===== config.mk =====
export PLATFORM = sky130hd
export DESIGN_NAME = fft_peak_detect_flat
export DESIGN_NICKNAME = d
export VERILOG_FILES = /design/src/rtl/fft_pkg.sv /design/src/rtl/fft_peak_detect_if.sv /design/src/rtl/fft_mag_sq.sv /design/src/rtl/fft_peak_detect.sv /design/src/flat_wrapper.sv
export SDC_FILE = /design/constraint.sdc
export NUM_CORES = 1
export LEC_CHECK = 0
export CAP_MARGIN = 20
export CORE_ASPECT_RATIO = 1.4
export CORE_UTILIZATION = 54
export CTS_CLUSTER_SIZE = 10
export DETAILED_ROUTE_END_ITERATION = 8
export GPL_TIMING_DRIVEN = 1
export PLACE_DENSITY = 0.81
export SLEW_MARGIN = 30
export SYNTH_ARGS = -nofsm -noshare
export SYNTH_HDL_FRONTEND = slang
export SYNTH_SLANG_ARGS = --single-unit

===== constraint.sdc =====
create_clock -name fastclk -period 9.1 [get_ports fastclk]
set_clock_uncertainty 0.2 [all_clocks]
set_input_delay 2.73 -clock fastclk [delete_from_list [all_inputs] [get_ports fastclk]]
set_output_delay 2.73 -clock fastclk [all_outputs]
set_load 0.05 [all_outputs]

===== src/rtl/fft_pkg.sv =====
// Shared definitions for the FFT spectrum blocks: bin count, index width,
// default sample width, frame-tracking state and index helpers.
package fft_pkg;

    localparam int N_BINS    = 8;
    localparam int IDX_W     = $clog2(N_BINS);
    localparam int W_DEFAULT = 8;

    localparam logic [IDX_W-1:0] IDX_FIRST = {IDX_W{1'b0}};
    localparam logic [IDX_W-1:0] IDX_LAST  = {IDX_W{1'b1}};

    typedef enum logic [0:0] {
        SYNC  = 1'b0,
        ACCUM = 1'b1
    } state_t;

    // Next expected bin; the 3-bit wrap makes 0 follow 7.
    function automatic logic [IDX_W-1:0] next_idx(input logic [IDX_W-1:0] idx);
        return idx + IDX_W'(1);
    endfunction

endpackage


===== src/rtl/fft_peak_detect_if.sv =====
// Bin stream in / peak report out bundle for fft_peak_detect.
// master = stream source and report consumer, slave = the detector.
interface fft_peak_detect_if
    import fft_pkg::*;
#(
    parameter int W     = W_DEFAULT,
    parameter int MAG_W = 2*W+1
);
    logic signed [W-1:0]     in_re;
    logic signed [W-1:0]     in_im;
    logic        [IDX_W-1:0] in_index;
    logic        [IDX_W-1:0] peak_index;
    logic        [MAG_W-1:0] peak_mag;
    logic                    peak_valid;
    logic                    frame_err;

    modport master (
        output in_re, in_im, in_index,
        input  peak_index, peak_mag, peak_valid, frame_err
    );

    modport slave (
        input  in_re, in_im, in_index,
        output peak_index, peak_mag, peak_valid, frame_err
    );

endinterface


===== src/rtl/fft_mag_sq.sv =====
// Registered squared magnitude re^2+im^2 with a tag and valid carried alongside.
// Magnitude and tag hold their last value while in_valid is low.
module fft_mag_sq #(
    parameter int W     = 8,
    parameter int MAG_W = 2*W+1,
    parameter int TAG_W = 3
) (
    input  logic                clk,
    input  logic                rst,
    input  logic                in_valid,
    input  logic signed [W-1:0] in_re,
    input  logic signed [W-1:0] in_im,
    input  logic [TAG_W-1:0]    in_tag,
    output logic                out_valid,
    output logic [MAG_W-1:0]    out_mag,
    output logic [TAG_W-1:0]    out_tag
);

    logic signed [2*W-1:0] re_ext_s;
    logic signed [2*W-1:0] im_ext_s;
    logic        [2*W-1:0] re_sq_s;
    logic        [2*W-1:0] im_sq_s;
    logic                  valid_d, valid_q;
    logic [MAG_W-1:0]      mag_d, mag_q;
    logic [TAG_W-1:0]      tag_d, tag_q;

    // Full-precision squares: each fits 2W bits even for the most negative input.
    always_comb begin
        re_ext_s = {{W{in_re[W-1]}}, in_re};
        im_ext_s = {{W{in_im[W-1]}}, in_im};
        re_sq_s  = $unsigned(re_ext_s * re_ext_s);
        im_sq_s  = $unsigned(im_ext_s * im_ext_s);
        valid_d  = in_valid;
        if (in_valid) begin
            mag_d = MAG_W'(re_sq_s) + MAG_W'(im_sq_s);
            tag_d = in_tag;
        end else begin
            mag_d = mag_q;
            tag_d = tag_q;
        end
    end

    // Result registers.
    always_ff @(posedge clk) begin
        if (rst) begin
            valid_q <= 1'b0;
            mag_q   <= {MAG_W{1'b0}};
            tag_q   <= {TAG_W{1'b0}};
        end else begin
            valid_q <= valid_d;
            mag_q   <= mag_d;
            tag_q   <= tag_d;
        end
    end

    assign out_valid = valid_q;
    assign out_mag   = mag_q;
    assign out_tag   = tag_q;

endmodule


===== src/rtl/fft_peak_detect.sv =====
// Peak-bin detector for the serialized 8-point FFT stream; reports the strongest
// bin per frame. Define FFT_PEAK_HALF_SPECTRUM_EN to exclude mirror bins 5..7.
module fft_peak_detect
    import fft_pkg::*;
#(
    parameter int W     = W_DEFAULT,
    parameter int MAG_W = 2*W+1
) (
    input logic              fastclk,
    input logic              rst,
    fft_peak_detect_if.slave bus
);

    logic [IDX_W-1:0] idx_d, idx_q;
    logic             accept_s;
    logic             v1_s;
    logic [MAG_W-1:0] mag_s;
    logic [IDX_W-1:0] bin_s;
    logic             compare_en_s;

    state_t           state_d, state_q;
    logic [IDX_W-1:0] expect_d, expect_q;
    logic [MAG_W-1:0] best_mag_d, best_mag_q;
    logic [IDX_W-1:0] best_idx_d, best_idx_q;
    logic [IDX_W-1:0] peak_index_d, peak_index_q;
    logic [MAG_W-1:0] peak_mag_d, peak_mag_q;
    logic             peak_valid_d, peak_valid_q;
    logic             frame_err_d, frame_err_q;

    // A bin is new whenever the index differs from the last one taken.
    always_comb begin
        accept_s = (bus.in_index != idx_q);
        if (accept_s) begin
            idx_d = bus.in_index;
        end else begin
            idx_d = idx_q;
        end
    end

    // Last accepted index; reset to 7 so a held 0 after reset starts a frame.
    always_ff @(posedge fastclk) begin
        if (rst) begin
            idx_q <= IDX_LAST;
        end else begin
            idx_q <= idx_d;
        end
    end

    fft_mag_sq #(
        .W     (W),
        .MAG_W (MAG_W),
        .TAG_W (IDX_W)
    ) u_mag_sq (
        .clk       (fastclk),
        .rst       (rst),
        .in_valid  (accept_s),
        .in_re     (bus.in_re),
        .in_im     (bus.in_im),
        .in_tag    (bus.in_index),
        .out_valid (v1_s),
        .out_mag   (mag_s),
        .out_tag   (bin_s)
    );

`ifdef FFT_PEAK_HALF_SPECTRUM_EN
    assign compare_en_s = (bin_s <= 3'd4);
`else
    assign compare_en_s = 1'b1;
`endif

    // Frame tracking and running maximum; strict compare keeps the lower index on ties.
    always_comb begin
        state_d      = state_q;
        expect_d     = expect_q;
        best_mag_d   = best_mag_q;
        best_idx_d   = best_idx_q;
        peak_index_d = peak_index_q;
        peak_mag_d   = peak_mag_q;
        peak_valid_d = 1'b0;
        frame_err_d  = 1'b0;
        if (v1_s) begin
            if (bin_s == IDX_FIRST) begin
                state_d     = ACCUM;
                expect_d    = next_idx(bin_s);
                best_mag_d  = mag_s;
                best_idx_d  = IDX_FIRST;
                frame_err_d = (state_q == ACCUM) && (expect_q != IDX_FIRST);
            end else if (state_q == ACCUM) begin
                if (bin_s == expect_q) begin
                    expect_d = next_idx(bin_s);
                    if (compare_en_s && (mag_s > best_mag_q)) begin
                        best_mag_d = mag_s;
                        best_idx_d = bin_s;
                    end else begin
                        best_mag_d = best_mag_q;
                        best_idx_d = best_idx_q;
                    end
                    if (bin_s == IDX_LAST) begin
                        peak_index_d = best_idx_d;
                        peak_mag_d   = best_mag_d;
                        peak_valid_d = 1'b1;
                    end else begin
                        peak_valid_d = 1'b0;
                    end
                end else begin
                    state_d     = SYNC;
                    frame_err_d = 1'b1;
                end
            end else begin
                state_d = SYNC;
            end
        end else begin
            state_d = state_q;
        end
    end

    // Frame state, running best and registered report outputs.
    always_ff @(posedge fastclk) begin
        if (rst) begin
            state_q      <= SYNC;
            expect_q     <= IDX_FIRST;
            best_mag_q   <= {MAG_W{1'b0}};
            best_idx_q   <= IDX_FIRST;
            peak_index_q <= IDX_FIRST;
            peak_mag_q   <= {MAG_W{1'b0}};
            peak_valid_q <= 1'b0;
            frame_err_q  <= 1'b0;
        end else begin
            state_q      <= state_d;
            expect_q     <= expect_d;
            best_mag_q   <= best_mag_d;
            best_idx_q   <= best_idx_d;
            peak_index_q <= peak_index_d;
            peak_mag_q   <= peak_mag_d;
            peak_valid_q <= peak_valid_d;
            frame_err_q  <= frame_err_d;
        end
    end

    assign bus.peak_index = peak_index_q;
    assign bus.peak_mag   = peak_mag_q;
    assign bus.peak_valid = peak_valid_q;
    assign bus.frame_err  = frame_err_q;

endmodule


===== src/flat_wrapper.sv =====
// flat-port wrapper written by rule: the top's interface ports become plain ports
module fft_peak_detect_flat import fft_pkg::*;
#(
    parameter int W     = W_DEFAULT,
    parameter int MAG_W = 2*W+1
)
  (fastclk, rst, bus_in_re, bus_in_im, bus_in_index, bus_peak_index, bus_peak_mag, bus_peak_valid, bus_frame_err);
  fft_peak_detect_if #(.W(W), .MAG_W(MAG_W)) bus_i ();
  input logic fastclk;
  input logic rst;
  input wire logic [$bits(bus_i.in_re)-1:0] bus_in_re;
  input wire logic [$bits(bus_i.in_im)-1:0] bus_in_im;
  input wire logic [$bits(bus_i.in_index)-1:0] bus_in_index;
  output wire logic [$bits(bus_i.peak_index)-1:0] bus_peak_index;
  output wire logic [$bits(bus_i.peak_mag)-1:0] bus_peak_mag;
  output wire logic [$bits(bus_i.peak_valid)-1:0] bus_peak_valid;
  output wire logic [$bits(bus_i.frame_err)-1:0] bus_frame_err;
  assign bus_i.in_re = bus_in_re;
  assign bus_i.in_im = bus_in_im;
  assign bus_i.in_index = bus_in_index;
  assign bus_peak_index = bus_i.peak_index;
  assign bus_peak_mag = bus_i.peak_mag;
  assign bus_peak_valid = bus_i.peak_valid;
  assign bus_frame_err = bus_i.frame_err;
  fft_peak_detect #(.W(W), .MAG_W(MAG_W)) u_core (.fastclk(fastclk), .rst(rst), .bus(bus_i));
endmodule

## Word-level counts from Yosys, hierarchy flattened

Cells that the tools add are included.

- Flip-flop bits (word level): 70
- Output and inout bits: 22
- Input bits: 21

- Equal/unequal tests: 3
- $mul: 2
- Add/sub/neg operators: 2
- Bitwise operators: 4
- Reductions and logical operators: 9
- Multiplexer cells: 18
- Order comparisons: 1

Operators with widths:

| cell | count |
|---|---|
| $mux W17 | 4 |
| $mul A8 B8 Y16 | 2 |
| $mux W3 | 7 |
| $add A16 B16 Y17 | 1 |
| $gt A17 B17 Y1 | 1 |
| $mux W1 | 7 |
| $reduce_and A5 Y1 | 1 |
| $reduce_or A5 Y1 | 1 |
| $not A1 Y1 | 4 |
| $reduce_bool A2 Y1 | 2 |
| $add A3 B1 Y3 const B | 1 |
| $eq A3 B3 Y1 | 1 |
| $eq A3 B3 Y1 const B | 1 |
| $logic_not A3 Y1 | 1 |
| $ne A3 B3 Y1 | 1 |
| $reduce_and A3 Y1 | 1 |
| $reduce_bool A3 Y1 | 1 |
| $reduce_or A2 Y1 | 1 |
| $logic_and A1 B1 Y1 | 1 |

## Longest topological paths before layout

Gate-level depths: netlist of the first run.

- Depth in word-level cells: 5
- Depth in mapped cells: 24
- Gate-level depth less buffers: 23

## By module

A second synthesis of the first run with hierarchy kept.

- Cell total of the unflattened synthesis: 1006
- Area total of the unflattened synthesis: 8667.1 um^2

By module, submodules not included:

| module | sequential area each (um^2) | area an instance (um^2) | times used | cells an instance |
|---|---|---|---|---|
| fft_mag_sq | 420.4 | 5800.6 | 1 | 694 |
| fft_peak_detect | 980.9 | 2866.5 | 1 | 312 |

## Worst setup path before layout of the first run

OpenSTA, ideal clock, no wires.

- Path type: input-to-reg
- Start: input bus_in_im[2]
- End: register u_core.u_mag_sq.mag_q[16], in the netlist u_core.u_mag_sq.out_mag[16]
- Slack: 1475 ps
- Arrival: 7292 ps
- Required time: 8766 ps
- Cell stages on the path: 19
- Cell sequence: clkbuf_1 nand2_1 inv_1 fa_1 fa_1 fa_1 inv_1 fa_1 inv_1 ha_1 and3_1 a21oi_1 o21ai_0 o41ai_1 xnor2_1 ha_1 or3_1 o21ai_0 a211oi_1

- Word-level cells in the longest chain between the ends: 2

RTL lines:

| what | line | RTL |
|---|---|---|
| start: declaration | flat_wrapper.sv:12 | `input wire logic [$bits(bus_i.in_im)-1:0] bus_in_im;` |
| $mul A8 B8 Y16 | fft_mag_sq.sv:32 | `im_sq_s = $unsigned(im_ext_s * im_ext_s);` |
| $add A16 B16 Y17 | fft_mag_sq.sv:35 | `mag_d = MAG_W'(re_sq_s) + MAG_W'(im_sq_s);` |
| end signal: assignment | fft_mag_sq.sv:47 | `mag_q <= {MAG_W{1'b0}};` |
| end signal: assignment | fft_mag_sq.sv:51 | `mag_q <= mag_d;` |
| end: declaration | fft_mag_sq.sv:24 | `logic [MAG_W-1:0] mag_d, mag_q;` |

No other way between the ends.
A chain may end at the register's enable or synchronous reset.

## Worst setup path in the final report of the first run

- Start: input bus_in_re[7]
- End: register u_core.u_mag_sq.mag_q[15], in the netlist u_core.u_mag_sq.out_mag[15]

- Word-level cells in the longest chain between the ends: 2

RTL lines:

| what | line | RTL |
|---|---|---|
| start: declaration | flat_wrapper.sv:11 | `input wire logic [$bits(bus_i.in_re)-1:0] bus_in_re;` |
| $mul A8 B8 Y16 | fft_mag_sq.sv:31 | `re_sq_s = $unsigned(re_ext_s * re_ext_s);` |
| $add A16 B16 Y17 | fft_mag_sq.sv:35 |  |

No other way between the ends.

==> Flow_metrics.wiki, run 1 <==
{| class="wikitable"
! Metric !! Value
|-
| Number of top-level design ports || 43
|-
| Total count of hold-check failures in the final report || 0
|-
| Critical setup path kind || in -> reg
|-
| Placement Rows || 53
|-
| Layout filler cell count || 1300
|-
| Count of endpoints failing setup in the final report || 0
|-
| GPL Wtd Cong || 0.873
|-
| Share of layout cells above drive strength 1 || between 7 and 8%
|-
| Final antenna diode count || 0
|-
| Buffers inserted by post-CTS timing repair || 0
|-
| Count of yosys warnings during synthesis || 0
|-
| Slew HR || between 30% and 40%
|-
| Chip Width || between 100 and 150 um
|-
| DRT antenna net count || 0
|-
| Met2 layer wire length in the routed design || roughly 9000 um
|-
| DR WL met3 || roughly 340 um
|-
| Worst-case vdd ir drop || 0.456 mV
|-
| Clock root buffer master || sky130_fd_sc_hd__clkbuf_16
|-
| Area of the placeable core || 15100 um2
|-
| Number of antenna violations at the first check in global routing || 0
|-
| Wire length on met1 || 6690 um
|-
| CTS tree || yes
|-
| Critical path startpoint || bus_in_re[7]
|-
| Hold Path Class || reg -> reg
|-
| Residual overflow from global routing || 0
|-
| Post-detail-place hpwl || 13200 um
|-
| Post-Place Worst Slack || ~0.5 ns
|-
| Dpl cell area || a little under 9000 um2
|-
| Syn Area/Cell || slightly below 9 um2
|-
| Vias in the first global route || 6704
|-
| Ys flop type || sky130_fd_sc_hd__dfxtp_1
|-
| # clock sinks || 70
|-
| Synthesized net count || around 1200
|-
| Unrepaired setup endpoints after global routing || no
|-
| Design Power || 3.52 mW
|-
| Maximum clock path buffer count || 2
|-
| Slew at the pin closest to its max-slew limit || between 0.9 and 1 ns
|-
| DRC violations left || 0
|-
| Top routing layer in use || met4
|-
| Vias per inst || ~5.5
|-
| Wire length of the first global-routing pass || a little under 30000 um
|-
| Number of gates given a new drive strength after cts || 0
|-
| Area growth from synthesis to final layout || 9.61%
|-
| Power density over cell area || approximately 380 nW/um2
|-
| Cell count after synthesis || slightly below 1000
|-
| Die area || ~16000 um2
|-
| Num CTS Buffers || 9
|-
| Clock transition at the registers of the reported paths || 0.06 ns
|-
| Starting DRT DRC Count || 270
|-
| Number of enable flip-flop cells after synthesis || 0
|-
| First drt pass iteration count || 4
|-
| Sum Neg Setup Slack || 0 ns
|-
| Post-route design area || between 9000 and 10000 um2
|-
| Proportion of synthesized flip-flops having asynchronous set or reset || 0%
|-
| Largest driver fanout on the critical path || 15
|-
| Detailed-route via count || around 6500
|-
| Die span in y || between 100 and 150 um
|-
| Maximum number of pins on one net before global-route repair || 90
|-
| Count of pins over their slew limit || 0
|-
| Crit share post-route || between 90% and 100%
|-
| Worst hold slack across all endpoints || just over 0.3 ns
|-
| Worst setup SP type || input port
|-
| Portion of the post-synthesis area used by sequential elements || between 10% and 20%
|-
| Maximum capacitance violations || 0
|-
| Fin worst setup slack || between 0.8 and 0.9 ns
|-
| Worst Setup End Kind || flop
|-
| Post-layout net count || around 1200
|-
| Effective utilization at floorplan || ~56%
|-
| Startpoint of the worst register-to-register path || u_core.u_mag_sq.out_tag[0]
|-
| Cell area after synthesis || 8450 um2
|-
| Critical Path AT || about 8 ns
|-
| Port-buffer cells || 42
|-
| Outcome || completed
|-
| Per-cell routed wire length || approximately 14 um
|-
| Flop and latch count out of synthesis || 70
|-
| Worst Hold Launch || u_core.u_mag_sq.out_mag[10]
|-
| Wire length after detailed routing || approximately 17000 um
|-
| Crit path required time || 9.09 ns
|-
| Overall routing resource usage || a little under a quarter
|-
| # H-tree levels || 3
|-
| Leak Pwr || 4.16 nW
|-
| Clock Latency Late Sink || approximately 0.34 ns
|-
| Post-layout min period || roughly 8 ns
|-
| Number of hold buffers added after CTS || 0
|-
| Distinct cell type count of the synthesized netlist || 56
|-
| Max Fclk || between 100 and 150 MHz
|}
## metrics by stage
stage | utilization [%] | cells
after detailed placement | 59.0 | 1160
after CTS | 61.2 | 1176
final | 61.2 | 1176
after floorplan | - | 961
after global routing | 61.2 | 1176
after global placement | 59.0 | 1160
## cells by family (layout without fill, tap and decap cells)
family	count (synthesis)	after routing	synth area share (%)
and+or+nand+nor	291	291	17.8
buffers and inverters	204	227	9.76
adders and majority gates	171	171	33.1
AOI/OAI and AO/OA	154	154	14.9
DFF	70	70	16.6
xor gates and xnor gates	48	48	4.98
muxes	23	23	2.75
## report_power, final
| part | switching [mW] | internal, mW | leakage (nW) |
|---|---|---|---|
| registers | 0.0433 | 0.359 | 0.571 |
| clock network | 0.135 | 0.255 | 0.162 |
| logic | 1.49 | 1.23 | 3.43 |
## critical path: stages
cell	delay, ns
sky130_fd_sc_hd__clkdlybuf4s50_1	0.64
sky130_fd_sc_hd__and2_1	0.31
sky130_fd_sc_hd__xnor2_1	0.17
sky130_fd_sc_hd__ha_1	0.27
sky130_fd_sc_hd__fa_1	0.49
sky130_fd_sc_hd__fa_1	0.54
sky130_fd_sc_hd__inv_1	0.06
sky130_fd_sc_hd__fa_1	0.54
sky130_fd_sc_hd__inv_1	0.04
sky130_fd_sc_hd__ha_1	0.31
sky130_fd_sc_hd__o21ai_0	0.08
sky130_fd_sc_hd__nor2_1	0.09
sky130_fd_sc_hd__o41ai_1	0.40
sky130_fd_sc_hd__o21ba_2	0.20
sky130_fd_sc_hd__xnor2_1	0.07
sky130_fd_sc_hd__ha_1	0.36
sky130_fd_sc_hd__and3_1	0.18
sky130_fd_sc_hd__o21ai_0	0.22
sky130_fd_sc_hd__o2111ai_1	0.17
sky130_fd_sc_hd__a21o_1	0.19
sky130_fd_sc_hd__nand3_1	0.07
sky130_fd_sc_hd__a21oi_1	0.09
## synth_stat cells, types with 4 or more instances
cell type,n,share of area (%)
sky130_fd_sc_hd__and3_1,9,0.67
sky130_fd_sc_hd__nor2_2,19,1.4
sky130_fd_sc_hd__ha_1,83,12
sky130_fd_sc_hd__o2111ai_1,4,0.41
sky130_fd_sc_hd__o21ai_0,18,1.1
sky130_fd_sc_hd__o211ai_1,4,0.36
sky130_fd_sc_hd__and2_1,31,2.3
sky130_fd_sc_hd__xnor2_1,41,4.3
sky130_fd_sc_hd__buf_2,4,0.24
sky130_fd_sc_hd__nand3_1,11,0.65
sky130_fd_sc_hd__nand2_1,63,2.8
sky130_fd_sc_hd__nor4_1,4,0.30
sky130_fd_sc_hd__a21o_1,11,0.98
sky130_fd_sc_hd__a211oi_1,9,0.80
sky130_fd_sc_hd__a31oi_1,4,0.30
sky130_fd_sc_hd__o41ai_1,4,0.41
sky130_fd_sc_hd__a31o_2,5,0.52
sky130_fd_sc_hd__a211oi_2,20,3.0
sky130_fd_sc_hd__a21oi_1,34,2.0
sky130_fd_sc_hd__nor2_1,60,2.7
sky130_fd_sc_hd__o221a_1,20,2.7
sky130_fd_sc_hd__o21a_1,9,0.80
sky130_fd_sc_hd__xor2_1,7,0.73
sky130_fd_sc_hd__clkbuf_1,27,1.2
sky130_fd_sc_hd__inv_1,166,7.4
sky130_fd_sc_hd__dfxtp_1,70,17
sky130_fd_sc_hd__nand2b_1,42,3.1
sky130_fd_sc_hd__nor3_1,17,1.0
sky130_fd_sc_hd__mux2i_1,21,2.5
sky130_fd_sc_hd__fa_1,88,21
sky130_fd_sc_hd__nor2b_1,19,1.4
## per-layer routing
metal	up-vias	global-route usage, %
li1	3181	-
met3	37	2.44
met5	-	0
met1	3143	24.7
met2	95	43.4
met4	0	10.6
## state kept, by name, indices dropped and copies added (netlist names), 3 cells and up
name / cells
u_core.best_mag_q: 17
u_core.bus.peak_mag: 17
u_core.u_mag_sq.out_mag: 17
u_core.best_idx_q: 3
u_core.bus.peak_index: 3
u_core.expect_q: 3
u_core.idx_q: 3
u_core.u_mag_sq.out_tag: 3
## cells in the final DEF (no fill, tap or decap), types with 4 or more instances in the layout
cell | synthesis | routed
sky130_fd_sc_hd__a21oi_1 | 34 | 34
sky130_fd_sc_hd__dfxtp_1 | 70 | 70
sky130_fd_sc_hd__clkbuf_16 | 0 | 9
sky130_fd_sc_hd__nor4_1 | 4 | 4
sky130_fd_sc_hd__o2111ai_1 | 4 | 4
sky130_fd_sc_hd__fa_1 | 88 | 88
sky130_fd_sc_hd__clkdlybuf4s50_1 | 0 | 41
sky130_fd_sc_hd__ha_1 | 83 | 83
sky130_fd_sc_hd__a31o_2 | 5 | 5
sky130_fd_sc_hd__nand2b_1 | 42 | 42
sky130_fd_sc_hd__nand2_1 | 63 | 63
sky130_fd_sc_hd__a31oi_1 | 4 | 4
sky130_fd_sc_hd__nor3_1 | 17 | 17
sky130_fd_sc_hd__xnor2_1 | 41 | 41
sky130_fd_sc_hd__nand3_1 | 11 | 11
sky130_fd_sc_hd__nor2b_1 | 19 | 19
sky130_fd_sc_hd__nor2_2 | 19 | 19
sky130_fd_sc_hd__a211oi_2 | 20 | 20
sky130_fd_sc_hd__o211ai_1 | 4 | 4
sky130_fd_sc_hd__xor2_1 | 7 | 7
sky130_fd_sc_hd__o21a_1 | 9 | 9
sky130_fd_sc_hd__and3_1 | 9 | 8
sky130_fd_sc_hd__a211oi_1 | 9 | 9
sky130_fd_sc_hd__o41ai_1 | 4 | 4
sky130_fd_sc_hd__and2_1 | 31 | 31
sky130_fd_sc_hd__mux2i_1 | 21 | 21
sky130_fd_sc_hd__inv_1 | 166 | 166
sky130_fd_sc_hd__o221a_1 | 20 | 20
sky130_fd_sc_hd__a21o_1 | 11 | 11
sky130_fd_sc_hd__o21ai_0 | 18 | 18
sky130_fd_sc_hd__nor2_1 | 60 | 60
## path summary, 6_finish.rpt
kind	end	slack, ns	cells past startpoint
worst max-delay path	u_core.u_mag_sq.out_mag[15]	0.87	22
worst min register to register	u_core.u_mag_sq.out_mag[10]	0.30	2
worst max register to register	u_core.bus.peak_mag[15]	5.35	8
worst min-delay path	u_core.u_mag_sq.out_mag[10]	0.30	2
## layout make-up
class	count	area, um2	area share, %
tap	192	240	2.59
timing repair buffer	45	438	4.73
multi-input combinational	687	6220	67.2
clock buffer	11	253	2.73
clock inverter	5	81.3	0.878
inverter	166	623	6.73
sequential	70	1400	15.1
Note: power is estimated with default switching activity, not from simulation.
==> run 2, diff against run 1 <==
--- a/config.mk
+++ b/config.mk
@@ -12,6 +12,7 @@
 export DETAILED_ROUTE_END_ITERATION = 8
 export GPL_TIMING_DRIVEN = 1
 export PLACE_DENSITY = 0.81
+export SKIP_LAST_GASP = 1
 export SLEW_MARGIN = 30
 export SYNTH_ARGS = -nofsm -noshare
 export SYNTH_HDL_FRONTEND = slang
==> results of run 2 <==
Same layout as run 1: the final DEF is identical, and so are final timing and power.
==> run 3, diff against run 2 <==
--- a/config.mk
+++ b/config.mk
@@ -11,6 +11,7 @@
 export CTS_CLUSTER_SIZE = 10
 export DETAILED_ROUTE_END_ITERATION = 8
 export GPL_TIMING_DRIVEN = 1
+export MAX_ROUTING_LAYER = met4
 export PLACE_DENSITY = 0.81
 export SKIP_LAST_GASP = 1
 export SLEW_MARGIN = 30
==> Flow_metrics.wiki, run 3 (synthesis gave the netlist of run 1 again) <==
{| class="wikitable"
! Metric !! Value
|-
| Most frequent standard cell in the layout excluding fill and tap cells || sky130_fd_sc_hd__inv_1
|-
| Residual overflow from global routing || 0 (unchanged)
|-
| Critical setup path kind || in -> reg
|-
| First drt pass iteration count || 4 (unchanged)
|-
| Clock root buffer master || sky130_fd_sc_hd__clkbuf_16
|-
| Leak Pwr || 4.17 nW (+0.20%)
|-
| Maximum number of pins on one net before global-route repair || 90 (unchanged)
|-
| Chip Width || 108 um (unchanged)
|-
| Delay of the slowest cell on the worst path || 0.64 ns (about the same)
|-
| Post-route design area || 9270 um2 (+0.14%)
|-
| DRT antenna net count || 0 (unchanged)
|-
| Fraction of power consumed by the clock network || 11.6% (+0.5 points)
|-
| Largest driver fanout on the critical path || 15 (unchanged)
|-
| Critical Path AT || 8.31 ns (+0.09 ns)
|-
| Num CTS Buffers || 9 (unchanged)
|-
| Post-layout min period || 8.33 ns (+0.0930 ns)
|-
| Post-detail-place hpwl || 13400 um (+1.3%)
|-
| Crit path required time || 9.08 ns (about the same)
|-
| Maximum clock path buffer count || 2 (unchanged)
|-
| Clock Latency Late Sink || 0.34 ns (about the same)
|-
| Port-buffer cells || 42 (unchanged)
|-
| Inst Count DP || 1160 (unchanged)
|-
| Count of pins over their slew limit || 0 (unchanged)
|-
| DRC violations left || 0 (unchanged)
|-
| Worst setup SP type || input port
|-
| Share of layout cells above drive strength 1 || 7.93% (unchanged)
|-
| CP max-delay cell || sky130_fd_sc_hd__clkdlybuf4s50_1
|-
| Switching pwr || 1.68 mW (+0.66%)
|-
| Outcome || completed
|-
| Number of top-level design ports || 43 (unchanged)
|-
| Dpl cell area || 8930 um2 (unchanged)
|-
| Area of the placeable core || 15100 um2 (unchanged)
|-
| # clock sinks || 70 (unchanged)
|-
| Wire length of the first global-routing pass || 29000 um (-0.87%)
|-
| Hold Path Class || reg -> reg
|-
| Final antenna diode count || 0 (unchanged)
|-
| GPL Wtd Cong || 0.898 (+2.8%)
|-
| Vias in the first global route || 6573 (-2.0%)
|-
| Slew HR || 34.7% (-4.2 points)
|-
| # H-tree levels || 3 (unchanged)
|-
| Total count of hold-check failures in the final report || 0 (unchanged)
|-
| Max Fclk || 120 MHz (-1.1%)
|-
| Ordered cell list for the critical path || clkdlybuf4s50_1 -> and2_1 -> xnor2_1 -> ha_1 -> fa_1 -> fa_1 -> inv_1 -> fa_1 -> inv_1 -> ha_1 -> o21ai_0 -> nor2_1 -> o41ai_1 -> o21ai_0 -> o41ai_1 -> xnor2_1 -> ha_1 -> or3_1 -> o21ai_0 -> a211oi_1
|-
| Most frequent cells in the layout || sky130_fd_sc_hd__inv_1 (166), sky130_fd_sc_hd__fa_1 (88), sky130_fd_sc_hd__ha_1 (83), sky130_fd_sc_hd__dfxtp_1 (70), sky130_fd_sc_hd__nand2_1 (63)
|-
| Finished Layout Cells || 1176 (unchanged)
|-
| Detailed-route via count || 6439 (-0.26%)
|-
| Effective utilization at floorplan || 55.9% (unchanged)
|-
| Placement Rows || 53 (unchanged)
|-
| Number of gates given a new drive strength after cts || 0 (unchanged)
|-
| CTS tree || yes
|-
| Buffers inserted by post-CTS timing repair || 0 (unchanged)
|-
| Number of cells on the worst hold path || 2 (unchanged)
|-
| Per-cell routed wire length || 14.4 um (+1.9%)
|-
| Sw frac || 47.5% (about the same)
|-
| Sum Neg Setup Slack || 0 ns (unchanged)
|-
| Die area || 16200 um2 (unchanged)
|-
| Die span in y || 150 um (unchanged)
|-
| Path depth of the worst reg2reg path || 8 (unchanged)
|-
| Worst-case vdd ir drop || 0.376 mV (-18%)
|-
| Fin worst setup slack || 0.772 ns (-0.0930 ns)
|-
| Vias per inst || 5.48 (-0.26%)
|-
| Flop-to-flop setup slack || 5.31 ns (-0.04 ns)
|-
| Maximum capacitance violations || 0 (unchanged)
|-
| Design Power || 3.54 mW (+0.64%)
|-
| Area growth from synthesis to final layout || 9.76%
|-
| Post-Place Worst Slack || 0.533 ns (+0.0373 ns)
|-
| Starting DRT DRC Count || 273 (+1.1%)
|-
| Clock transition at the registers of the reported paths || 0.06 ns (about the same)
|-
| Worst Setup End Kind || flop
|-
| Sequential fraction of design power || 11.3% (about the same)
|-
| Unrepaired setup endpoints after global routing || no
|-
| Overall routing resource usage || 23.3% (+0.50 points)
|-
| Part of the power in combinational logic || 77.1% (-0.4 points)
|-
| Number of antenna violations at the first check in global routing || 0 (unchanged)
|-
| Number of hold buffers added after CTS || 0 (unchanged)
|-
| Count of endpoints failing setup in the final report || 0 (unchanged)
|-
| Cell internal power dissipation || 1.86 mW (+0.62%)
|-
| Post-layout net count || 1171 (unchanged)
|-
| Crit share post-route || 91.5% (+1.0 points)
|-
| Wire length after detailed routing || 17000 um (+1.9%)
|-
| Slew at the pin closest to its max-slew limit || 0.976 ns (+0.0629 ns)
|-
| Power density over cell area || 382 nW/um2 (+0.50%)
|}
==> run 3: final timing paths <==
check | from | to
max | bus_in_re[7] | u_core.u_mag_sq.out_mag[16]
min | u_core.best_mag_q[10] | u_core.best_mag_q[10]
max reg2reg | u_core.u_mag_sq.out_tag[0] | u_core.bus.peak_mag[13]
min reg2reg | u_core.best_mag_q[10] | u_core.best_mag_q[10]
==> run 3: layout make-up <==
type	instances	area, um2
Timing Repair Buffer	45	438
Multi-Input combinational cell	687	6220
Inverter	166	623
Tap cell	192	240
Clock inverter	7	121
Fill cell	1322	5850
Sequential cell	70	1400
Clock buffer	9	225
==> run 3: per-stage QoR <==
| step | util (%) | hold WS, ns |
|---|---|---|
| after floorplan | - | 0.256 |
| after global placement | 59.0 | 0.281 |
| after detailed placement | 59.0 | 0.292 |
| after CTS | 61.3 | 0.308 |
| after global routing | 61.3 | 0.326 |
| final | 61.3 | 0.304 |
==> run 3: power by group through the flow <==
| stage | Combinational [mW] | Sequential (mW) | Clock [mW] |
|---|---|---|---|
| final | 2.73 | 0.400 | 0.409 |
| after global routing | 3.10 | 0.406 | 0.426 |
| after CTS | 2.72 | 0.399 | 0.411 |
| after detailed placement | 2.69 | 0.406 | 0 |
| after global placement | 2.62 | 0.404 | 0 |
| after floorplan | 2.20 | 0.392 | 0 |
==> run 3: layer usage <==
layer  vias up  track usage (%)  routed length, um
li1       3182                -                  -
met1      3107             24.5               6740
met2       102             42.6               9110
met3        48             2.31                373
met4         0             11.8                724
met5         -                -                  0
==> run 3: critical path, delay by kind of cell <==
family / cells / cell delay (ns)
xor gates and xnor gates: 2 / 0.29
buffers and inverters: 3 / 0.73
adders and majority gates: 6 / 2.52
AOI/OAI and AO/OA: 6 / 1.27
and+or+nand+nor: 3 / 0.77
